File: config.mk
export PLATFORM = sky130hd
export DESIGN_NAME = seg_scan_driver_flat
export DESIGN_NICKNAME = d
export VERILOG_FILES = /design/src/rtl/seg_scan_driver_if.sv /design/src/rtl/seg_scan_driver.sv /design/src/flat_wrapper.sv
export SDC_FILE = /design/constraint.sdc
export NUM_CORES = 1
export LEC_CHECK = 0
export BUFFER_PORTS_ARGS = -buffer_cell sky130_fd_sc_hd__clkbuf_2
export CORE_UTILIZATION = 35
export DETAILED_ROUTE_END_ITERATION = 7
export MAX_ROUTING_LAYER = met4
export PLACE_DENSITY = 0.52
export REMOVE_ABC_BUFFERS = 1
export SETUP_SLACK_MARGIN = 0.3
export SYNTH_ARGS = -nofsm -noshare
export SYNTH_HDL_FRONTEND = slang
export SYNTH_SLANG_ARGS = --single-unit
export TNS_END_PERCENT = 1
File: constraint.sdc
create_clock -name clkdv -period 2.6 [get_ports clkdv]
set_clock_uncertainty 0.05 [all_clocks]
set_input_delay 0 -clock clkdv [delete_from_list [all_inputs] [get_ports clkdv]]
set_output_delay 0 -clock clkdv [all_outputs]
set_load 0.03 [all_outputs]
File: src/rtl/seg_scan_driver_if.sv
// Scan-driver bundle: enable/message/load in; anodes, digit code, index and frame pulse out.
// No handshake: inputs are sampled every clkdv edge, outputs are registered.
interface seg_scan_driver_if #(
  parameter int NUM_DIGITS = 4,
  parameter int DATA_W     = 4
);
  localparam int IDX_W = $clog2(NUM_DIGITS);

  logic                         enable;
  logic [NUM_DIGITS*DATA_W-1:0] msg;
  logic                         msg_load;
  logic [NUM_DIGITS-1:0]        an;
  logic [DATA_W-1:0]            out;
  logic [IDX_W-1:0]             digit_idx;
  logic                         frame_start;

  modport master (
    output enable, msg, msg_load,
    input  an, out, digit_idx, frame_start
  );

  modport slave (
    input  enable, msg, msg_load,
    output an, out, digit_idx, frame_start
  );
endinterface

File: src/rtl/seg_scan_driver.sv
// Blank-then-on multi-digit 7-seg scanner with frame-boundary message swap; outputs registered, 1 edge latency.
// No backpressure; SEG_SCAN_LZB_EN adds leading-zero blanking of anodes.
module seg_scan_driver #(
  parameter int NUM_DIGITS = 4,
  parameter int DATA_W     = 4,
  parameter int ON_CYC     = 1,
  parameter int BLANK_CYC  = 3
) (
  input  logic             clkdv,
  input  logic             reset,
  seg_scan_driver_if.slave bus
);
  localparam int IDX_W   = $clog2(NUM_DIGITS);
  localparam int MSG_W   = NUM_DIGITS * DATA_W;
  localparam int MAX_CYC = (ON_CYC > BLANK_CYC) ? ON_CYC : BLANK_CYC;
  localparam int TMR_W   = $clog2(MAX_CYC + 1);

  localparam logic [IDX_W-1:0] LAST_IDX   = IDX_W'(NUM_DIGITS - 1);
  localparam logic [TMR_W-1:0] ON_LOAD    = TMR_W'(ON_CYC - 1);
  localparam logic [TMR_W-1:0] BLANK_LOAD = TMR_W'(BLANK_CYC - 1);

  typedef enum logic [1:0] {IDLE, BLANK, ON} state_t;

  state_t                state;
  logic [TMR_W-1:0]      tmr;
  logic [MSG_W-1:0]      pending;
  logic [MSG_W-1:0]      active;
  logic [MSG_W-1:0]      frame_msg;
  logic [IDX_W-1:0]      next_idx;
  logic [DATA_W-1:0]     next_code;
  logic [NUM_DIGITS-1:0] on_an;
  logic                  tmr_done;
  logic                  start_frame;
  logic                  step_digit;
  logic                  go_on;

  always_comb begin
    // A load on the frame-start edge bypasses the pending buffer.
    frame_msg   = bus.msg_load ? bus.msg : pending;
    tmr_done    = (tmr == '0);
    next_idx    = (bus.digit_idx == '0) ? LAST_IDX : bus.digit_idx - IDX_W'(1);
    next_code   = active[next_idx*DATA_W +: DATA_W];
    start_frame = bus.enable &&
                  ((state == IDLE) || ((state == ON) && tmr_done && (bus.digit_idx == '0)));
    step_digit  = bus.enable && (state == ON) && tmr_done && (bus.digit_idx != '0);
    go_on       = bus.enable && (state == BLANK) && tmr_done;
  end

`ifdef SEG_SCAN_LZB_EN
  logic [NUM_DIGITS-1:0] lead_zero;

  // lead_zero[k]: digit k and every digit to its left are zero.
  always_comb begin
    logic zero_so_far;
    zero_so_far = 1'b1;
    lead_zero   = '0;
    for (int k = NUM_DIGITS - 1; k >= 0; k--) begin
      zero_so_far  = zero_so_far && (active[k*DATA_W +: DATA_W] == '0);
      lead_zero[k] = zero_so_far;
    end
  end

  always_comb begin
    on_an = '1;
    if ((bus.digit_idx == '0) || !lead_zero[bus.digit_idx])
      on_an[bus.digit_idx] = 1'b0;
  end
`else
  always_comb begin
    on_an                = '1;
    on_an[bus.digit_idx] = 1'b0;
  end
`endif

  always_ff @(posedge clkdv or posedge reset) begin
    if (reset) begin
      state           <= IDLE;
      tmr             <= '0;
      pending         <= '0;
      active          <= '0;
      bus.an          <= '1;
      bus.out         <= '0;
      bus.digit_idx   <= LAST_IDX;
      bus.frame_start <= 1'b0;
    end else begin
      if (bus.msg_load)
        pending <= bus.msg;
      bus.frame_start <= start_frame;

      if (!bus.enable) begin
        state  <= IDLE;
        bus.an <= '1;
      end else if (start_frame) begin
        state         <= BLANK;
        tmr           <= BLANK_LOAD;
        active        <= frame_msg;
        bus.an        <= '1;
        bus.out       <= frame_msg[MSG_W-1 -: DATA_W];
        bus.digit_idx <= LAST_IDX;
      end else if (step_digit) begin
        state         <= BLANK;
        tmr           <= BLANK_LOAD;
        bus.an        <= '1;
        bus.out       <= next_code;
        bus.digit_idx <= next_idx;
      end else if (go_on) begin
        state  <= ON;
        tmr    <= ON_LOAD;
        bus.an <= on_an;
      end else begin
        tmr <= tmr - TMR_W'(1);
      end
    end
  end
endmodule

File: src/flat_wrapper.sv
// flat-port wrapper written by rule: the top's interface ports become plain ports
module seg_scan_driver_flat 
#(
  parameter int NUM_DIGITS = 4,
  parameter int DATA_W     = 4,
  parameter int ON_CYC     = 1,
  parameter int BLANK_CYC  = 3
)
  (clkdv, reset, bus_enable, bus_msg, bus_msg_load, bus_an, bus_out, bus_digit_idx, bus_frame_start);
  seg_scan_driver_if #(.NUM_DIGITS(NUM_DIGITS), .DATA_W(DATA_W)) bus_i ();
  input  logic clkdv;
  input  logic reset;
  input wire logic [$bits(bus_i.enable)-1:0] bus_enable;
  input wire logic [$bits(bus_i.msg)-1:0] bus_msg;
  input wire logic [$bits(bus_i.msg_load)-1:0] bus_msg_load;
  output wire logic [$bits(bus_i.an)-1:0] bus_an;
  output wire logic [$bits(bus_i.out)-1:0] bus_out;
  output wire logic [$bits(bus_i.digit_idx)-1:0] bus_digit_idx;
  output wire logic [$bits(bus_i.frame_start)-1:0] bus_frame_start;
  assign bus_i.enable = bus_enable;
  assign bus_i.msg = bus_msg;
  assign bus_i.msg_load = bus_msg_load;
  assign bus_an = bus_i.an;
  assign bus_out = bus_i.out;
  assign bus_digit_idx = bus_i.digit_idx;
  assign bus_frame_start = bus_i.frame_start;
  seg_scan_driver #(.NUM_DIGITS(NUM_DIGITS), .DATA_W(DATA_W), .ON_CYC(ON_CYC), .BLANK_CYC(BLANK_CYC)) u_core (.clkdv(clkdv), .reset(reset), .bus(bus_i));
endmodule
Word-level counts from Yosys, hierarchy flattened
Cells that the tools add are included.

Bits of input ports: 20. Logic and storage cells: 53. ROM bits: 0. Bits in writable memories: 0. Memories kept: 0. Latch bits: 0. Register bits: 47.

$add $sub $neg: 2. $lt $le $gt $ge: 2. Mux-type cells: 19. Reductions and logical operators: 17. Bitwise logic cells: 1. Shift operators: 1. Divide/modulo/power cells: 0. Equality and inequality tests: 3. Multiply operators: 0.

Operator list (count): two-way mux 4 bit (6); two-way mux 2 bit (10); two-way mux 16 bit (1); indexed part select 16 x 5 -> 4 bit (1); logical AND 1 bit (9); logical NOT 2 bit (3); != test 4 x 1 -> 1 bit, second input constant (1); NOT 4 bit (1); AND reduction 2 bit (2); nonzero test 2 bit (2); subtractor 2 x 1 -> 2 bit, second input constant (2); < comparator 2 x 3 -> 1 bit, second input constant (1); demux 1 bit (select 2 bit) (1); == test 2 x 1 -> 1 bit, second input constant (1); == test 2 bit, second input constant (1); >= comparator 2 x 1 -> 1 bit, second input constant (1); logical OR 1 bit (1); two-way mux 1 bit (1).

Depth between registers and ports, before layout
Depth after elaboration: 9. Mapped depth: 6. Mapped depth without buffers: 5.

Least setup slack after synthesis
OpenSTA, ideal clock, no wires.

Path kind: reg-to-reg. Start: register u_core.bus.digit_idx[0]. End: register u_core.bus.out[0]. Data arrival time: 2.083 ns. Path slack: 0.341 ns. Library setup time: 0.126 ns. Period minus slack after synthesis: 2.259 ns. Cell stages (with the launch flop): 6. Cells stage by stage: dfstp_2 inv_1 ha_1 clkbuf_1 mux4_2 a221o_1.

Longest elaborated chain between the ends: 6.

Ends and longest elaborated chain: start: declaration (line seg_scan_driver_if.sv:24) `output an, out, digit_idx, frame_start`; start signal: assignment (line seg_scan_driver.sv:105) `bus.digit_idx <= next_idx;`; parallel branches: the longest is 6 deep, another holds subtractor 2 x 1 -> 2 bit; end signal: assignment (line seg_scan_driver.sv:98) `bus.out <= frame_msg[MSG_W-1 -: DATA_W];`; end signal: assignment (line seg_scan_driver.sv:104) `bus.out <= next_code;`; end: declaration (line seg_scan_driver_if.sv:24).

Several ways; the timed one is not identified. The select of a mux whose other input is x is not followed. A chain may end at the register's enable or synchronous reset.

Worst setup path in the final report
Start: register u_core.bus.digit_idx[0]. End: register u_core.bus.out[3].

Same word-level chain as after synthesis.

==> flow_metrics.py <==
metrics = {
    "worst_setup_path": {
        "worstPathArrival_ns": 2.28,
        "path_cells": "inv_1, ha_1, mux4_2, a221o_1",
        "critPathSlowestCell": "dfstp_2",
        "crit_required_ns": 2.73,
        "crit_family": "flip-flops",
        "cp-start-kind": "flip-flop",
        "crit_buf_inv": 1,
        "path_max_fanout": 7,
        "cpPeakStageDelay_ns": 0.59,
        "crit_path_end_kind": "flip-flop",
        "worst-setup-path-type": "flip-flop to flip-flop",
    },
    "grt": {
        "track_usage_pct": 14.5,
        "grt_max_degree": 32,
        "antenna_found_initial": 0,
        "use_met1_pct": 18.5,
        "met3_usage_pct": 3.43,
        "grt_pass1_wl_um": 6790,
        "gr-usage-met2_pct": 22.7,
        "grt_overflow": 0,
        "grt_pass1_vias": 1381,
        "grt_busiest_layer": "met2",
    },
    "routing": {
        "ant_nets": 0,
        "avgViaCountPerCell": 4.81,
        "drtIter0Drc": 92,
        "wl_um": 4000,
        "drtPass1Iterations": 3,
        "drc": 0,
        "vias": 1318,
        "wire_per_inst_um": 14.6,
    },
    "clock_tree": {
        "cts-root-buf": "clkbuf_8",
        "cts_max_path_buffers": 2,
        "cts_sinks": 47,
        "cts_buffers": 5,
        "path_clk_slew_ns": 0.08,
        "cts_tree": "yes",
        "htreeDepth": 2,
        "insertion_delay_ns": 0.29,
    },
    "run_status": {
        "status": "completed",
    },
    "sta": {
        "final.period_utilization_pct": 82.4,
        "min_period_ns": 2.14,
        "fin_setup_tns_ns": 0,
        "drv_slew": 0,
        "hold_viol_final": 0,
        "fmax_mhz": 467,
        "slew_headroom_pct": 27.5,
        "setup_viol": 0,
        "tightest_slew_ns": 1.08,
        "rsz0062_at_grt": "no",
    },
    "floorplan": {
        "ios": 31,
        "die_x_um": 79.8,
        "coreArea_mm2": 0.00568,
        "rows": 27,
        "start_util_pct": 37.4,
        "dieArea_mm2": 0.00637,
        "fp.dieH_um": 79.8,
    },
    "finish": {
        "nFillCells": 528,
        "synthToLayoutAreaGrowth_pct": 25.5,
        "drive_gt1_share_pct": 43.6,
        "antenna_cells": 0,
        "layout.nets": 225,
    },
    "power_and_ir_drop": {
        "power.leakage_nw": 1.20,
        "finalPower_w": 0.00198,
        "pwr_density_cell_mw_per_mm2": 744,
        "vdd_drop_max_v": 0.000301,
    },
    "synth": {
        "netlist_area_mm2": 0.00212,
        "synth_top_cell_area_share_pct": 48.4,
        "synth_edf_count": 0,
        "ys_async_sr_fraction_pct": 100,
        "syn_area_per_cell_um2": 14.6,
        "yosysWarnings": 0,
        "ys_seq_area_share_pct": 55.8,
        "syn_inst": 145,
        "yosys.cell_types.count": 34,
        "ys_ff_latch": 47,
        "ys.flop_type": "dfrtp_1",
        "synth_top_cell_by_area": "dfrtp_1",
        "synthTopCellsByArea": "dfrtp_1, mux2_4, mux2_2",
    },
    "placed_design": {
        "port_buffers": 30,
        "detailed_place_hpwl_um": 2810,
        "place_congestion": 0.780,
    },
    "job": {
        "max_cap_viol_count": 0,
    },
    "worst_hold_path": {
        "hold_class": "primary input to flip-flop",
    },
}
==> final cells by class <==
type	instances	area (um2)	share of cell area, %
flip-flops and latches	47	1180	44.5
multi-input cells	85	866	32.5
repair buffers	55	395	14.9
clock buffers	8	100	3.76
well taps	72	90.1	3.39
inverters	7	26.3	0.987
==> sequential cells by signal, summed over array words and instances (netlist names) <==
register,flops
u_core.bus.out,4
u_core.bus.frame_start,1
u_core.state,2
u_core.active,16
u_core.bus.digit_idx,2
u_core.pending,16
u_core.bus.an,4
u_core.tmr,2
==> final timing paths <==
kind | to | slack (ns) | start | cells past startpoint
worst max-delay path | u_core.bus.out[3] | 0.46 | u_core.bus.digit_idx[0] | 4
worst max register to register | u_core.bus.out[3] | 0.46 | u_core.bus.digit_idx[0] | 4
worst min-delay path | u_core.pending[15] | 0.25 | bus_msg_load | 3
max in group asynchronous | u_core.bus.digit_idx[1] | 1.38 | reset | 4
min in group asynchronous | u_core.bus.out[0] | 0.33 | reset | 3
worst min register to register | u_core.pending[0] | 0.46 | u_core.pending[0] | 1
==> power by group <==
part	total (W)	switching, W	internal, W	leakage (nW)
clock	0.000474	0.000231	0.000243	0.0515
sequential	0.000989	0.0000990	0.000890	0.550
combinational	0.000519	0.000218	0.000300	0.602
total	0.00198	0.000548	0.00143	1.20
==> cell usage in the layout (no fill, tap or decap), types with 5 or more instances in the layout <==
cell type and n:
buf_4 6, clkbuf_2 30, clkbuf_8 7, dfrtp_1 41, dfstp_2 6, dlygate4sd3_1 18, inv_1 6, mux2_2 15
mux2_4 15, nor3_1 6, o21ai_0 5
==> what timing repair did <==
action | in CTS | in global routing
endpoints found under the setup margin | 0 | 8
endpoints found under the hold margin | 44 | 0
buffers inserted | 0 | 5
hold buffers | 18 | 0
gates resized for setup | 0 | 0
==> cells in the mapped netlist, types with 4 or more instances <==
cell	instances
dfstp_2	6
mux2_2	15
ha_1	4
a211o_1	4
a221o_1	4
mux2_4	15
o21ai_0	5
inv_1	7
mux4_2	4
nor3_1	6
dfrtp_1	41
==> layer usage <==
layer	routed length, um	part of all wire [%]	vias to the layer above
met2	1860	46	24
li1	-	-	640
met5	0	0	-
met3	103	2.6	4
met1	1980	50	650
met4	57	1.4	0
==> stage by stage <==
step / utilization [%] / setup WS (ns) / std cells / instance area [um2] / hold WS [ns]
6_report: 46.9 / 0.457 / 274 / 2660 / 0.252
2_1_floorplan: - / 0.424 / 139 / 2080 / 0.0920
4_1_cts: 46.2 / 0.337 / 269 / 2620 / 0.273
3_3_place_gp: 41.3 / 0.411 / 243 / 2340 / 0.100
3_5_place_dp: 41.3 / 0.356 / 243 / 2340 / 0.125
5_1_grt: 46.9 / 0.336 / 274 / 2660 / 0.319
==> cell families after synthesis <==
group | after synthesis | share of synthesized area, %
flops | 47 | 55.8
mux | 35 | 23.3
compound gates | 25 | 9.03
simple gates | 21 | 6.14
buf+inv | 13 | 3.36
fa+ha+maj | 4 | 2.36
==> worst reg2reg max path, cell delays in order, from the launching register on <==
cell and delay (ns):
dfstp_2 0.59, inv_1 0.08, ha_1 0.46, mux4_2 0.55, a221o_1 0.30
(Power assumes the default switching activity.)
